===== src/rtl/data_memory_unit_if.sv =====
// Load/store bus between the core datapath and the data memory unit.
// The master drives the access, the slave returns load data and fault/count status.
interface data_memory_unit_if;
  logic        memRead;
  logic        memWrite;
  logic [2:0]  funct3;
  logic [31:0] aluResult;
  logic [31:0] writeData;
  logic [31:0] readData;
  logic        misaligned;
  logic        faultSticky;
  logic [31:0] faultAddr;
  logic [15:0] storeCount;

  modport master (
    output memRead, memWrite, funct3, aluResult, writeData,
    input  readData, misaligned, faultSticky, faultAddr, storeCount
  );

  modport slave (
    input  memRead, memWrite, funct3, aluResult, writeData,
    output readData, misaligned, faultSticky, faultAddr, storeCount
  );
endinterface


===== src/rtl/data_memory_unit.sv =====
// Word-organised data memory with RV32I byte/half/word load-store semantics,
// combinational loads, byte-enabled stores and sticky misalignment capture.
module data_memory_unit #(
  parameter int DEPTH = 64
) (
  input  logic clk,
  input  logic reset,
  data_memory_unit_if.slave bus
);
  localparam int AW = $clog2(DEPTH);

  logic [31:0]   mem_q [DEPTH];
  logic          faultSticky_q, faultSticky_d;
  logic [31:0]   faultAddr_q, faultAddr_d;
  logic [15:0]   storeCount_q, storeCount_d;

  logic [AW-1:0] idx;
  logic [1:0]    lane;
  logic [31:0]   rd_word;
  logic [31:0]   rd_shift;
  logic [15:0]   rd_half;
  logic [31:0]   rd_ext;
  logic          ld_ok, st_ok, f3_ok, mis_raw, mis, commit;
  logic [3:0]    be;
  logic [31:0]   wdat;
  logic          unused_addr;

  assign idx         = bus.aluResult[AW+1:2];
  assign lane        = bus.aluResult[1:0];
  assign unused_addr = ^bus.aluResult[31:AW+2];
  assign rd_word     = mem_q[idx];
  assign rd_shift    = rd_word >> {lane, 3'b000};
  assign rd_half     = lane[1] ? rd_word[31:16] : rd_word[15:0];

  assign ld_ok   = (bus.funct3 == 3'b000) || (bus.funct3 == 3'b001) || (bus.funct3 == 3'b010) ||
                   (bus.funct3 == 3'b100) || (bus.funct3 == 3'b101);
  assign st_ok   = (bus.funct3 == 3'b000) || (bus.funct3 == 3'b001) || (bus.funct3 == 3'b010);
  // A simultaneous read+write is a store, so the store encoding set decides validity.
  assign f3_ok   = bus.memWrite ? st_ok : ld_ok;
  assign mis_raw = ((bus.funct3[1:0] == 2'b01) && lane[0]) ||
                   ((bus.funct3[1:0] == 2'b10) && (lane != 2'b00));
  assign mis     = (bus.memRead || bus.memWrite) && f3_ok && mis_raw;
  assign commit  = bus.memWrite && st_ok && !mis_raw;

  always_comb begin
    rd_ext = '0;
    case (bus.funct3)
      3'b000:  rd_ext = {{24{rd_shift[7]}}, rd_shift[7:0]};
      3'b001:  rd_ext = {{16{rd_half[15]}}, rd_half};
      3'b010:  rd_ext = rd_word;
      3'b100:  rd_ext = {24'd0, rd_shift[7:0]};
      3'b101:  rd_ext = {16'd0, rd_half};
      default: rd_ext = '0;
    endcase
  end

  always_comb begin
    be   = 4'b0000;
    wdat = bus.writeData;
    case (bus.funct3[1:0])
      2'b00: begin
        be   = 4'b0001 << lane;
        wdat = {4{bus.writeData[7:0]}};
      end
      2'b01: begin
        be   = lane[1] ? 4'b1100 : 4'b0011;
        wdat = {2{bus.writeData[15:0]}};
      end
      2'b10:   be = 4'b1111;
      default: be = 4'b0000;
    endcase
  end

  always_comb begin
    faultSticky_d = faultSticky_q;
    faultAddr_d   = faultAddr_q;
    storeCount_d  = storeCount_q;
    if (mis && !faultSticky_q) begin
      faultSticky_d = 1'b1;
      faultAddr_d   = bus.aluResult;
    end
    if (commit && (storeCount_q != 16'hFFFF)) storeCount_d = storeCount_q + 16'd1;
  end

  always_ff @(posedge clk) begin
    if (reset) begin
      for (int i = 0; i < DEPTH; i++) mem_q[i] <= '0;
      faultSticky_q <= 1'b0;
      faultAddr_q   <= '0;
      storeCount_q  <= '0;
    end else begin
      if (commit) begin
        for (int k = 0; k < 4; k++) begin
          if (be[k]) mem_q[idx][8*k +: 8] <= wdat[8*k +: 8];
        end
      end
      faultSticky_q <= faultSticky_d;
      faultAddr_q   <= faultAddr_d;
      storeCount_q  <= storeCount_d;
    end
  end

  assign bus.readData    = mis ? 32'd0 : rd_ext;
  assign bus.misaligned  = mis;
  assign bus.faultSticky = faultSticky_q;
  assign bus.faultAddr   = faultAddr_q;
  assign bus.storeCount  = storeCount_q;
endmodule


===== src/flat_wrapper.sv =====
// flat-port wrapper written by rule: the top's interface ports become plain ports
module data_memory_unit_flat 
#(
  parameter int DEPTH = 64
)
  (clk, reset, bus_memRead, bus_memWrite, bus_funct3, bus_aluResult, bus_writeData, bus_readData, bus_misaligned, bus_faultSticky, bus_faultAddr, bus_storeCount);
  data_memory_unit_if bus_i ();
  input  logic clk;
  input  logic reset;
  input wire logic [$bits(bus_i.memRead)-1:0] bus_memRead;
  input wire logic [$bits(bus_i.memWrite)-1:0] bus_memWrite;
  input wire logic [$bits(bus_i.funct3)-1:0] bus_funct3;
  input wire logic [$bits(bus_i.aluResult)-1:0] bus_aluResult;
  input wire logic [$bits(bus_i.writeData)-1:0] bus_writeData;
  output wire logic [$bits(bus_i.readData)-1:0] bus_readData;
  output wire logic [$bits(bus_i.misaligned)-1:0] bus_misaligned;
  output wire logic [$bits(bus_i.faultSticky)-1:0] bus_faultSticky;
  output wire logic [$bits(bus_i.faultAddr)-1:0] bus_faultAddr;
  output wire logic [$bits(bus_i.storeCount)-1:0] bus_storeCount;
  assign bus_i.memRead = bus_memRead;
  assign bus_i.memWrite = bus_memWrite;
  assign bus_i.funct3 = bus_funct3;
  assign bus_i.aluResult = bus_aluResult;
  assign bus_i.writeData = bus_writeData;
  assign bus_readData = bus_i.readData;
  assign bus_misaligned = bus_i.misaligned;
  assign bus_faultSticky = bus_i.faultSticky;
  assign bus_faultAddr = bus_i.faultAddr;
  assign bus_storeCount = bus_i.storeCount;
  data_memory_unit #(.DEPTH(DEPTH)) u_core (.clk(clk), .reset(reset), .bus(bus_i));
endmodule

===== config.mk =====
export PLATFORM = sky130hd
export DESIGN_NAME = data_memory_unit_flat
export DESIGN_NICKNAME = d
export VERILOG_FILES = /design/src/rtl/data_memory_unit_if.sv /design/src/rtl/data_memory_unit.sv /design/src/flat_wrapper.sv
export SDC_FILE = /design/constraint.sdc
export NUM_CORES = 2
export LEC_CHECK = 0
export BUFFER_PORTS_ARGS = -buffer_cell sky130_fd_sc_hd__buf_2
export CORE_ASPECT_RATIO = 1.5
export CORE_MARGIN = 8
export CORE_UTILIZATION = 30
export CTS_BUF_LIST = sky130_fd_sc_hd__clkbuf_4
export DETAILED_ROUTE_END_ITERATION = 10
export HOLD_SLACK_MARGIN = 0.05
export SYNTH_ARGS = -nofsm -noshare
export SYNTH_HDL_FRONTEND = slang
export SYNTH_SLANG_ARGS = --single-unit

===== constraint.sdc =====
create_clock -name clk -period 2.5 [get_ports clk]
set_clock_uncertainty 0.15 [all_clocks]
set_input_delay 0 -clock clk [delete_from_list [all_inputs] [get_ports clk]]
set_output_delay 0 -clock clk [all_outputs]
set_load 0.02 [all_outputs]

## Word-level counts from Yosys, hierarchy flattened

Memories as Yosys holds them, arrays and structs flattened.
Cells that the tools add are included.

| storage, ports and cells | value |
|---|---|
| flip-flop bits (word level) | 49 |
| memory bits (read-only) | 0 |
| memories | 1 |
| latch bits | 0 |
| bits in writable memories | 2048 |

| cells by class | value |
|---|---|
| $mul | 0 |
| magnitude comparators | 0 |
| equal/unequal tests | 7 |
| add/sub/neg operators | 1 |
| reduce and logical (&&, ||, !) cells | 20 |
| bitwise operators | 0 |
| divide/modulo/power cells | 0 |
| shifts and indexed selects | 2 |
| multiplexer cells | 28 |

Memory list:

| name | words | width | read ports | clocked after Yosys merged registers in | wr ports | line | text |
|---|---|---|---|---|---|---|---|
| u_core.mem_q | 64 | 32 | 1 | 0 | 64 | data_memory_unit.sv:12 | `logic [31:0] mem_q [DEPTH];` |

Operator list:

| kind | number |
|---|---|
| $pmux W32 S5 | 1 |
| $mux W32 | 2 |
| $pmux W32 S2 | 1 |
| $reduce_or A32 Y1 | 1 |
| $shr A32 B5 Y8 | 1 |
| $mux W1 | 19 |
| $add A16 B1 Y16 const B | 1 |
| $mux W16 | 1 |
| $ne A16 B16 Y1 const B | 1 |
| $pmux W4 S3 | 1 |
| $logic_and A1 B1 Y1 | 8 |
| $mux W4 | 2 |
| $eq A3 B3 Y1 const B | 2 |
| $logic_or A1 B1 Y1 | 6 |
| $mux W6 | 1 |
| $shl A1 B2 Y4 const A | 1 |
| $eq A3 B1 Y1 const B | 1 |
| $eq A3 B2 Y1 const B | 1 |
| $logic_not A3 Y1 | 1 |
| $eq A2 B1 Y1 const B | 1 |
| $eq A2 B2 Y1 const B | 1 |
| $logic_not A1 Y1 | 2 |
| $logic_not A2 Y1 | 1 |
| $reduce_bool A2 Y1 | 1 |

## Logic depth before layout (Yosys ltp)

| logic depth | value |
|---|---|
| depth in word-level cells | 10 |
| gate-level depth with buffers | 15 |
| mapped depth without buffers | 9 |

## Worst setup path after synthesis

Ideal clock, no wire load.

| timing | value |
|---|---|
| path kind | register to register |
| from | register u_core.storeCount_q[11], in the netlist u_core.bus.storeCount[11] |
| to | register u_core.storeCount_q[14], in the netlist u_core.bus.storeCount[14] |
| arrival | 2449 ps |
| stages on the path, launching flop included | 9 |
| slack | -226 ps |
| required time | 2222 ps |
| clock period less this slack | 2726 ps |
| buffers on the path | 0 |
| cells stage by stage | dfxtp_1 and4_1 and3_1 a2111oi_0 nand2_1 nor2_1 nand4_1 xor2_1 nor2_1 |

| between the ends | value |
|---|---|
| word-level cells in the longest chain between the ends | 2 |

RTL lines:

| element | line | text |
|---|---|---|
| start: declaration | data_memory_unit.sv:15 | `logic [15:0] storeCount_q, storeCount_d;` |
| start signal: assignment | data_memory_unit.sv:99 | `storeCount_q <= storeCount_d;` |
| branches (longest 2 deep; another with $add A16 B1 Y16) | - |  |

Parallel ways; which one is timed is not known.
A chain may end at the register's enable or synchronous reset.

## Final worst setup path

| timing | value |
|---|---|
| from | memory u_core.mem_q[4][31] |
| to | output bus_readData[25] |

| between the ends | value |
|---|---|
| word-level cells in the longest chain between the ends | 4 |

RTL lines:

| element | line | text |
|---|---|---|
| start: declaration | data_memory_unit.sv:12 |  |
| $mem_v2 Z64 W32 * | - |  |
| $shr A32 B5 Y8 / $mux W16 (equally long branches) | data_memory_unit.sv:32, data_memory_unit.sv:33 |  |
| $pmux W32 S5 * | data_memory_unit.sv:47 | `case (bus.funct3)` |
| $mux W32 * | data_memory_unit.sv:103 | `assign bus.readData = mis ? 32'd0 : rd_ext;` |
| end: declaration | flat_wrapper.sv:15 | `output wire logic [$bits(bus_i.readData)-1:0] bus_readData;` |

Mark *: on every way between the ends. The rest lies on a longest branch, timed or not.

==> key figures <==
Status
  – Status: complete, but fails checks
  – Failing checks: design-rule violations, negative hold slack, negative setup slack

Clock network
  – Num CTS Buffers: between 400 and 500
  – CTS root buf: clkbuf_4
  – Latest clock arrival within the worst-skew pair: 1400 ps
  – H-tree Lvls: 5
  – Clk slew on worst S/H paths: approximately 80 ps
  – CTS Buffer Depth: 4
  – Clk sinks: ~2,100
  – CTS tree: built

GRT
  – M2 GR Usage: 0.375
  – Initial antenna violation count: 18
  – GRT Overall Usage: 0.232
  – GR Util met3: 0.0562
  – Vias in the first global route: around 75,000
  – Largest net degree at the start of global routing: ~120
  – GRT busiest layer: met2
  – First-pass GRT wire length: 554 mm
  – Global route overflow: 0
  – Met1 usage: 0.254

Final layout
  – Final Cell Area: around 0.12 sq mm
  – Area growth, synth to finish: 30.0%
  – Layout fillers: around 29,000
  – Final #Nets: around 9,200
  – Leading cell types in the layout, fill and taps excluded: 2,048 x edfxtp_1, 1,690 x nor2_1, 1,115 x buf_4, 643 x clkbuf_4, 516 x and2_1
  – Final core utilization: 0.391
  – Layout cells sized above 1: 0.285
  – Most common cell after layout, fill and taps aside: edfxtp_1

Flow run
  – Max Cap Viol: 0

Synth
  – Yosys cell types: between 80 and 90
  – Syn avg cell area: 12.5 sq um
  – Sequential area share after synthesis: 0.673
  – Post-Syn Area: just over 0.09 sq mm
  – Asr flop ratio synth: 0
  – Synthesized flop and latch total: roughly 2,100
  – Number of enable flip-flop cells after synthesis: between 2,000 and 2,500
  – Ys Warns: 0
  – Syn Nets: approximately 7,500
  – Synthesized instance count: 7,418
  – Top_reg_cell synth: edfxtp_1

Routing
  – Vias per cell: between 5 and 6
  – # DRC: 6
  – First-pass detailed-route iteration total: 10
  – Post-DRT Antenna Nets: 0
  – DR iter-0 viols: between 9,000 and 10,000
  – Routed wire length: roughly 400 mm
  – Vias after detailed routing: 75,000
  – DR WL/cell: approximately 30 microns

STA
  – Slew @ Worst Pin: between 800 and 900 ps
  – # setup viols final: 71
  – Hold WS: -11.6 ps
  – Hold Vio Cnt, Final: 3
  – Tcrit/Tclk final: 1.90
  – Maximum clock frequency: around 0.21 GHz
  – Min Clock Period, post-route: ~4700 ps
  – Final Slew Violations: 0
  – Relative slew slack: 0.397
  – RSZ-0062 raised after global routing: yes
  – Setup slack after layout: -2240 ps

Floorplan
  – Die height: about 700 microns
  – Initial Utilization: 0.301
  – Total Die Area: between 0.3 and 0.4 sq mm
  – Row cnt: 250
  – I/O pin total: roughly 150
  – Chip width: between 400 and 500 microns
  – Core ar.: roughly 0.31 sq mm

Power and ir drop
  – Final Power: around 78 mW
  – Pleak: approximately 44 nW
  – PwrDens: roughly 650 mW/mm^2
  – Maximum vdd ir drop: between 0.4 and 0.5 mV

Critical path
  – CP Launch Type: flop
  – Kind of critical path: reg2out
  – Crit Path Max Fanout: 5
  – Most frequent CP cell: buf_12
  – Cell chain of the critical path: mux2i_1 -> o22ai_1 -> o31ai_1 -> buf_4 -> o2111ai_1 -> a2111o_1 -> buf_12 -> a22o_4 -> nor3_4 -> buf_12 -> buf_12 -> a21oi_2 -> buf_6
  – Data required, critical path: 2350 ps
  – Critical path's largest stage delay: approximately 530 ps
  – CP Capture Type: output port
  – Slowest stage cell on the critical path: a2111o_1
  – Worst EP arrival: approximately 4600 ps

Hold path
  – Tightest Hold Check Type: in2reg

Place
  – Post-DP HPWL: 282 mm
  – GP Congestion: 0.985
  – Post-Place Setup Slack: -1730 ps
  – Port bufs: around 150
  – Area after DPL: around 0.11 sq mm
cell usage after synthesis, types with 24 or more instances:
master	count	area share
buf_4	44	0.0036
nand2b_1	211	0.014
o21ai_0	101	0.0054
a22oi_1	340	0.027
a221o_1	50	0.0054
nor3_1	53	0.0029
nor2_1	1699	0.069
or2_2	69	0.0046
nand4_1	29	0.0020
a22o_1	62	0.0058
a221oi_1	108	0.010
a41oi_1	26	0.0025
mux2_2	57	0.0069
o22ai_1	81	0.0055
buf_1	42	0.0017
a21oi_1	195	0.011
nand2_1	376	0.015
a31oi_1	59	0.0040
dfxtp_1	49	0.011
edfxtp_1	2048	0.66
mux4_2	41	0.0099
clkbuf_1	376	0.015
and2_1	518	0.035
a222oi_1	24	0.0026
mux2i_1	288	0.031
buf_2	113	0.0061
worst paths after layout:
kind	startpoint	to	slack (ps)	cells past startpoint
setup / recovery	u_core.mem_q[4][31]$_SDFFCE_PN0P_	bus_readData[25]	-2240	13
hold / removal	bus_funct3[0]	u_core.mem_q[0][28]$_SDFFCE_PN0P_	-10	11
setup reg to reg	u_core.bus.storeCount[0]$_SDFFE_PP0P_	u_core.bus.storeCount[12]$_SDFFE_PP0P_	10	8
hold reg to reg	u_core.bus.faultAddr[5]$_SDFFE_PP0P_	u_core.bus.faultAddr[5]$_SDFFE_PP0P_	310	2
cell families (layout without fill, tap and decap cells):
| family | count (synthesis) | in the layout | synth area share |
|---|---|---|---|
| fa+ha+maj | 1 | 1 | 0.000135 |
| simple gates | 3085 | 3085 | 0.153 |
| other cells | 0 | 20 | 0 |
| xor+xnor | 13 | 13 | 0.00123 |
| compound gates | 1225 | 1225 | 0.0958 |
| flops | 2097 | 2097 | 0.673 |
| buf+inv | 610 | 2662 | 0.0289 |
| mux | 387 | 387 | 0.0480 |
through the flow:
stage                     setup TNS [ps]  std cells
after floorplan                   -13960       7418
after global placement           -400590      12400
after detailed placement         -411330      12400
after CTS                        -156840      13500
after global routing              -80990      13500
final                             -79820      13500
layout make-up:
type	count	area [sq um]	share of cell area
diodes	20	50.0	0.000415
clock buffers	643	4830	0.0400
multi-input cells	4711	29300	0.243
repair buffers	1805	17800	0.148
inverters	24	93.8	0.000778
flip-flops and latches	2097	62500	0.518
well taps	4032	5040	0.0418
clock inverters	190	1060	0.00877
timing repair:
action	CTS	global route
gates resized for setup	165	86
pin swaps	40	27
buffers inserted	6	20
endpoints found under the setup margin	32	601
cloned	1	5
endpoints found under the hold margin	4145	1393
hold buffers	229	7
layer usage:
metal / share of wire / wire length, microns
met1: 0.33 / 132000
met4: 0.11 / 44000
met3: 0.11 / 42400
met2: 0.46 / 185000
met5: 0.00018 / 71
worst max-delay path, delay by kind of cell, from the launching register on:
family	cells	cell delay (ps)
muxes	1	160
buffers and inverters	5	970
DFF	1	380
and+or+nand+nor	1	210
AOI/OAI and AO/OA	6	1330
sequential cells by signal, indices dropped and copies added, names as in the netlist:
signal and count:
u_core.bus.faultAddr 32, u_core.mem_q 2048, u_core.bus.faultSticky 1, u_core.bus.storeCount 16
power by group:
part	leakage (nW)	switching, mW	total, mW	internal [mW]
combinational	20.3	6.16	9.90	3.74
sequential	19.8	0.753	40.9	40.2
clock	3.46	14.4	27.4	13.0
total	43.6	21.3	78.2	56.9
No activity file was read; power rests on OpenSTA's default activity.
